$ cat src/rtl/mask_builder_pkg.sv
// Shared encodings and constants for mask_builder.
// MASK_BUILDER_FAST_EN selects four result bits per RUN cycle instead of one.
package mask_builder_pkg;

    localparam int WIDTH     = 32;
    localparam int LEN_LIMIT = 32;

`ifdef MASK_BUILDER_FAST_EN
    localparam int LANES = 4;
`else
    localparam int LANES = 1;
`endif

    typedef enum logic [1:0] {
        OP_MASK    = 2'b00,
        OP_FRONT   = 2'b01,
        OP_BACK    = 2'b10,
        OP_DEPOSIT = 2'b11
    } op_e;

    typedef enum logic [1:0] {
        IDLE = 2'b00,
        RUN  = 2'b01,
        DONE = 2'b10
    } state_e;

    function automatic logic [5:0] clamp_len(input logic [5:0] raw_len);
        return (raw_len > 6'(LEN_LIMIT)) ? 6'(LEN_LIMIT) : raw_len;
    endfunction

endpackage

$ cat src/rtl/mask_builder_bit_slice.sv
// Combinational generator for one result bit of mask_builder, given the
// latched operands and the bit index being written.
module mask_bit_slice
    import mask_builder_pkg::*;
(
    input  op_e                op,
    input  logic [4:0]         pos,
    input  logic [5:0]         eff_len,
    input  logic [WIDTH-1:0]   src,
    input  logic [4:0]         idx,
    output logic               value
);

    logic [6:0] field_end;
    logic       in_field;
    logic [4:0] src_idx;

    // Field end is formed at 7 bits so pos+L never wraps back into range.
    assign field_end = {2'b00, pos} + {1'b0, eff_len};
    assign in_field  = (idx >= pos) && ({2'b00, idx} < field_end);
    assign src_idx   = idx - pos;

    always_comb begin
        // NOTE: default first so every path assigns value and no latch is inferred.
        value = 1'b0;
        case (op)
            OP_MASK:    value = in_field;
            OP_FRONT:   value = ({2'b00, idx} + {1'b0, eff_len}) >= 7'(WIDTH);
            OP_BACK:    value = {1'b0, idx} < eff_len;
            OP_DEPOSIT: value = in_field & src[src_idx];
            default:    value = 1'b0;
        endcase
    end

endmodule

$ cat src/rtl/mask_builder.sv
// Start/busy/done mask and deposit generator writing LANES result bits per cycle.
// Build with MASK_BUILDER_FAST_EN defined for the four-bit-per-cycle variant.
module mask_builder
    import mask_builder_pkg::*;
(
    input  logic               clk,
    input  logic               reset,
    input  logic               start,
    input  logic [1:0]         op,
    input  logic [4:0]         pos,
    input  logic [5:0]         len,
    input  logic [WIDTH-1:0]   src,
    output logic               busy,
    output logic               done,
    output logic [WIDTH-1:0]   result
);

    state_e             state, state_d;
    logic [4:0]         bit_idx;
    op_e                op_q;
    logic [4:0]         pos_q;
    logic [5:0]         len_q;
    logic [WIDTH-1:0]   src_q;
    logic [WIDTH-1:0]   result_q, result_d;
    logic               last_step;
    logic [4:0]         lane_idx [LANES];
    logic [LANES-1:0]   lane_bit;

    assign last_step = (bit_idx == 5'(WIDTH - LANES));
    assign result    = result_q;

    always_ff @(posedge clk) begin
        if (reset) state <= IDLE;
        else       state <= state_d;
    end

    always_comb begin
        state_d = state;
        busy    = 1'b0;
        done    = 1'b0;
        case (state)
            IDLE: if (start) state_d = RUN;
            RUN: begin
                busy = 1'b1;
                if (last_step) state_d = DONE;
            end
            DONE: begin
                done    = 1'b1;
                state_d = IDLE;
            end
            default: state_d = IDLE;
        endcase
    end

    for (genvar k = 0; k < LANES; k++) begin : g_lane
        assign lane_idx[k] = bit_idx + 5'(k);
        mask_bit_slice u_slice (
            .op      (op_q),
            .pos     (pos_q),
            .eff_len (len_q),
            .src     (src_q),
            .idx     (lane_idx[k]),
            .value   (lane_bit[k])
        );
    end

    always_comb begin
        result_d = result_q;
        for (int k = 0; k < LANES; k++) result_d[lane_idx[k]] = lane_bit[k];
    end

    always_ff @(posedge clk) begin
        // NOTE: the result register is reset along with the control state, since it is visible on the port.
        if (reset) begin
            bit_idx  <= '0;
            op_q     <= OP_MASK;
            pos_q    <= '0;
            len_q    <= '0;
            src_q    <= '0;
            result_q <= '0;
        end else if (state == IDLE && start) begin
            // NOTE: non-blocking so every register here samples pre-edge values.
            bit_idx  <= '0;
            op_q     <= op_e'(op);
            pos_q    <= pos;
            len_q    <= clamp_len(len);
            src_q    <= src;
            result_q <= '0;
        end else if (state == RUN) begin
            result_q <= result_d;
            bit_idx  <= bit_idx + 5'(LANES);
        end
    end

endmodule

$ cat config.mk
export PLATFORM = sky130hd
export DESIGN_NAME = mask_builder
export DESIGN_NICKNAME = d
export VERILOG_FILES = /design/src/rtl/mask_builder_pkg.sv /design/src/rtl/mask_builder_bit_slice.sv /design/src/rtl/mask_builder.sv
export SDC_FILE = /design/constraint.sdc
export NUM_CORES = 1
export LEC_CHECK = 0
export ABC_CLOCK_PERIOD_IN_PS = 7850
export CORE_MARGIN = 4
export CORE_UTILIZATION = 45
export DETAILED_ROUTE_END_ITERATION = 10
export PLACE_DENSITY_LB_ADDON = 0.08
export SLEW_MARGIN = 20
export SYNTH_ARGS = -nofsm -noshare
export SYNTH_HDL_FRONTEND = slang
export SYNTH_HIERARCHICAL = 1
export SYNTH_SLANG_ARGS = --single-unit
$ cat constraint.sdc
create_clock -name clk -period 7.85 [get_ports clk]
set_input_delay 1.57 -clock clk [delete_from_list [all_inputs] [get_ports clk]]
set_output_delay 1.57 -clock clk [all_outputs]
set_load 0.01 [all_outputs]
Word-level counts from Yosys, hierarchy flattened. Index checks and enable logic that the tools add are counted. Widths: inputs -> output; s select.

Register bits after elaboration: 84. Output and inout port bits: 34. Word-level logic and storage cells: 47.

Reduce and logical (&&, ||, !) cells: 7. $lt $le $gt $ge: 8. $add $sub $neg: 4. Bitwise gates (word level): 1. Equal/unequal tests: 8. Mux-type cells: 12.

Operator list (number): $bwmux 32 (1); $add 5x6->7 (2); $lt 5x6->1 const B (2); $ge 7x6->1 const B (1); $lt 5x7->1 (1); $eq 2x2->1 const B (3); $gt 6x6->1 const B (1); $lt 5x6->1 (1); $mux 6 (1); $add 5x1->5 const B (1); $bmux 1 s5 (1); $demux 1 s5 (1); $eq 5x5->1 const B (1); $ge 5x1->1 const B (1); $ge 5x5->1 (1); $sub 5x5->5 (1); $eq 2x1->1 const B (2); $logic_not 2->1 (2); $mux 1 (4); $mux 2 (2); $ne 2x2->1 const B (2); $pmux 1 s4 (1); $pmux 2 s2 (1); $logic_and 1x1->1 (3); 3 further kinds (3).

Depth between registers and ports, before layout.
Depth after elaboration: 6. Depth in mapped cells: 14. Depth with buffers taken out: 12.

Hierarchy. The synthesis kept the hierarchy.

Modules (own cells, without submodules): mask_builder (seq. area each 1681.6 um2, cells an instance 395, area an instance 3453.3 um2, times used 1); mask_bit_slice (seq. area each 0.0 um2, cells an instance 116, area an instance 1118.6 um2, times used 1).

Worst setup path before layout. OpenSTA, ideal clock, no wires.

Kind: flip-flop to flip-flop. Start: register bit_idx[0]. End: register result_q[15] (netlist: result[15]). Path buffers: 2. Required time: 7.731 ns. Slack: 4.973 ns. Cell stages (with the launch flop): 15. Period minus slack after synthesis: 2.877 ns. Arrival: 2.758 ns. Library setup time: 0.119 ns. Cells stage by stage: dfxtp_1 inv_1 ha_1 inv_1 fa_1 clkbuf_1 mux4_2 nor2b_4 a2111oi_4 o21ai_1 o211ai_2 o211ai_2 nand3b_2 buf_4 mux2i_1.

Word-level cells in the longest chain between the ends: 6. Elaborated cells between the ends (all ways): 17.

Ends and longest elaborated chain: start, declared (RTL line mask_builder.sv:19) `logic [4:0] bit_idx;`; start signal, assigned (RTL line mask_builder.sv:91) `bit_idx <= bit_idx + 5'(LANES);`; $sub 5x5->5 (RTL line mask_builder_bit_slice.sv:21) `assign src_idx = idx - pos;`; $bmux 1 s5 (RTL line mask_builder_bit_slice.sv:30) `OP_DEPOSIT: value = in_field & src[src_idx];`; $mux 1 (implied by the code) (RTL line mask_builder_bit_slice.sv:30); $and 1x1->1 (RTL line mask_builder_bit_slice.sv:30); $pmux 1 s4 (*) (RTL line mask_builder_bit_slice.sv:26) `case (op)`; net lane_bit (RTL line mask_builder.sv:27) `logic [LANES-1:0] lane_bit;`; $bwmux 32 (*) (RTL line mask_builder.sv:69) `for (int k = 0; k < LANES; k++) result_d[lane_idx[k]] = lane_bit[k];`; end signal, assigned (RTL line mask_builder.sv:90) `result_q <= result_d;`; end, declared (RTL line mask_builder.sv:24) `logic [WIDTH-1:0] result_q, result_d;`.

The timed path passes the listed nets; every way through them passes the cells marked *. The select of a mux whose other input is x is not followed. A chain may end at the register's enable or synchronous reset.

Worst setup path after layout.
Start: input start. End: register result_q[29] (netlist: result[29]).

Word-level cells in the longest chain between the ends: 2.

Ends and longest elaborated chain: start, declared (RTL line mask_builder.sv:8) `input logic start,`; $logic_and 1x1->1 (RTL line mask_builder.sv:81) `end else if (state == IDLE && start) begin`; $reduce_or 2->1 (no source line).

Every way passes these cells.

==> flow_metrics.tcl <==
set metrics [dict create \
    crit_required_ns 8.12 \
    routed_wl_mm 10.21 \
    power_frac_clock 0.334 \
    slew_viol_final 0 \
    final_cell_mix "nand2_1 (119), dfxtp_1 (84), clkdlybuf4s50_1 (80)" \
    combPwrFrac 0.164 \
    track_usage 0.1795 \
    ys_ff_latch 84 \
    p_sw_frac 0.2864 \
    setup_viol 0 \
    max-vdd-ir-drop_mv 0.1109 \
    cap_violations 0 \
    drive_gt1_frac 0.05556 \
    grt_start_max_net_pins 82 \
    syn_nets 591 \
    wl_per_cell_um 14.40 \
    crit_start "start" \
    clockBufferDepth 2 \
    syn_inst 511 \
    path_delay_family "buffers and inverters" \
    placed_cell_area_um2 5385 \
    final_area_um2 5577 \
    finalCritPeriodShare 0.4696 \
    min_path_type "register to register" \
    antenna_found_initial 0 \
    rsz0062_at_grt "false" \
    syn_avg_cell_area_um2 8.947 \
    io_pins 82 \
    cp_max_fo 80 \
    post-route-util 0.5679 \
    yosysWarningCount 6 \
    power_density_nw_per_um2 161.3 \
    detail_route.drc_violations 0 \
    clk_latency_ns 0.36 \
    drt_iter0_markers 188 \
    netlist_area_um2 4572 \
    net-switching-power_uw 257.7 \
    post_cts_buffers 0 \
    slowest_stage "nand3b_2" \
    grt_pass1_wl_mm 16.93 \
    multiInputGateArea_um2 2638 \
    clock_skew_ns 0.01504 \
    synth_flop_cell "dfxtp_1" \
    cts_hold_buf 0 \
    critical_path_class "input port to register" \
    start_util 0.4656 \
    outcome "complete, no violations" \
    seqCellArea_um2 1682 \
    h-tree-depth 3 \
    cts_buffers 9 \
    worstHoldStart "src_q[27]$_SDFFE_PP0P_" \
    fp.dieW_um 108.8 \
    period_needed_ns 3.686 \
    crit_buf_inv 2 \
    layout.cells.most_common "nand2_1" \
    core_area_um2 9819 \
    setup_tns_ns 0 \
    dr.pass1.iters 4 \
    yosysSeqAreaShare 0.3678 \
    row_count 36 \
    n_antenna_cell 0 \
    crit_path_max_incr_delay_ns 0.71 \
    io_buffers 81 \
    hold_viol 0 \
    vias 3695 \
    die_h_um 108.8 \
    clock-sinks 84 \
    grt-ovfl-total 0 \
    fmax_mhz 271.3 \
    hpwl_mm 7.009 \
    clk_pin_slew_worst_paths_ns 0.10 \
    postRouteAntennaNets 0 \
    final_nets 651 \
    p_int_uw 641.9 \
    synth_enable_flop_cells 0 \
    p_leak_nw 2.314 \
    worst_pin_slew_ns 0.8079 \
    crit_chain "clkdlybuf4s50_1 -> or3b_2 -> buf_4 -> nand3b_2 -> mux2i_1" \
    fill_cells 950 \
    arrival_ns 3.95 \
    cts_tree "done" \
    post_cts_resized 0 \
    ctsRootBufferMaster "clkbuf_8" \
    grt_pass1_vias 3614 \
    seqPwrFrac 0.502 \
    yosys.cell_types.count 50 \
    synthArstFlopShare 0 \
    cp-start-kind "input port" \
    area_delta_synth_final_pct 21.98 \
    place.gp.congestion 0.7907 \
    routed_via_density 5.212 \
    worstReg2RegStart "bit_idx[0]$_SDFFE_PP0P_" \
    die-area_um2 11840 \
    slew_headroom 0.4614 \
    cp-end-kind "register" \
]
-- synthesized netlist by cell type (5+ instances only) --
cell        n  area (um2)
buf_2      12       60.06
mux2i_1    37       370.4
clkbuf_1   14       52.55
a21oi_1    57       285.3
nand2b_1    5       31.28
nor2_1      7       26.28
a21o_1      5       37.54
nand3b_1   39       292.8
ha_1       29       362.9
and3b_1     8       70.07
o21ai_0     5       25.02
nor2b_1     5       31.28
dfxtp_1    84        1682
inv_1      19       71.32
mux4_1      5       131.4
nand2_1   119       446.7
-- through the flow --
stage / setup slack [ns] / power (mW) / hold slack [ns] / instances
2_1_floorplan: 4.973 / 0.5664 / 0.4315 / 511
3_3_place_gp: 3.878 / 0.6072 / 0.4384 / 693
3_5_place_dp: 3.784 / 0.6105 / 0.4444 / 693
4_1_cts: 4.145 / 0.9095 / 0.4583 / 709
5_1_grt: 3.954 / 0.9437 / 0.4743 / 709
6_report: 4.164 / 0.8996 / 0.4569 / 709
-- power groups by stage --
stage	Sequential, mW	Combinational (mW)	Clock [mW]
after floorplan	0.458	0.108	0
after global placement	0.461	0.146	0
after detailed placement	0.462	0.149	0
after CTS	0.452	0.149	0.308
after global routing	0.454	0.164	0.326
final	0.452	0.147	0.300
-- cell families (layout without fill, tap and decap cells) --
logic type,count (synthesis),after routing,share of synthesized area
and+or+nand+nor,202,202,0.2271
muxes,45,45,0.1245
AOI/OAI and AO/OA,88,88,0.1166
DFF,84,84,0.3678
adders and majority gates,32,32,0.09250
xor gates and xnor gates,6,6,0.01478
buffers and inverters,54,119,0.05665
-- worst register-to-register path: cells and delay by family (launching register included) --
| family | cells | cell delay [ns] |
|---|---|---|
| adder cells (fa/ha/maj) | 2 | 0.93 |
| AND/OR/NAND/NOR | 2 | 0.66 |
| AO/OA/AOI/OAI | 4 | 0.65 |
| multiplexers | 2 | 0.55 |
| flip-flops | 1 | 0.40 |
| buffers and inverters | 2 | 0.20 |
-- state kept, by name, summed over array words and instances (netlist names) --
signal	cells
result	32
src_q	32
len_q	6
bit_idx	5
pos_q	5
op_q	2
state	2
-- layer usage --
metal | wire (um) | up-vias | global-route usage | share of wire
met4 | 88 | 0 | 0.03877 | 0.0086
li1 | - | 1871 | - | -
met1 | 4878 | 1728 | 0.2426 | 0.48
met2 | 4760 | 88 | 0.2908 | 0.47
met3 | 481 | 8 | 0.04559 | 0.047
met5 | 0 | - | 0 | 0
-- final timing paths --
check	to	depth (start not counted)	slack [ns]
setup / recovery	result[29]$_SDFFE_PP0P_	5	4.16
hold / removal	src_q[27]$_SDFFE_PP0P_	2	0.46
setup reg to reg	result[29]$_SDFFE_PP0P_	12	4.33
hold reg to reg	src_q[27]$_SDFFE_PP0P_	2	0.46
-- cell type report --
type                       count  share of cell area
multi-input combinational    373              0.4730
clock buffer                  10             0.02468
inverter                      19             0.01279
tap                          133             0.02984
timing repair buffer          84              0.1485
sequential                    84              0.3015
clock inverter                 6            0.009648
(Power assumes the default switching activity.)
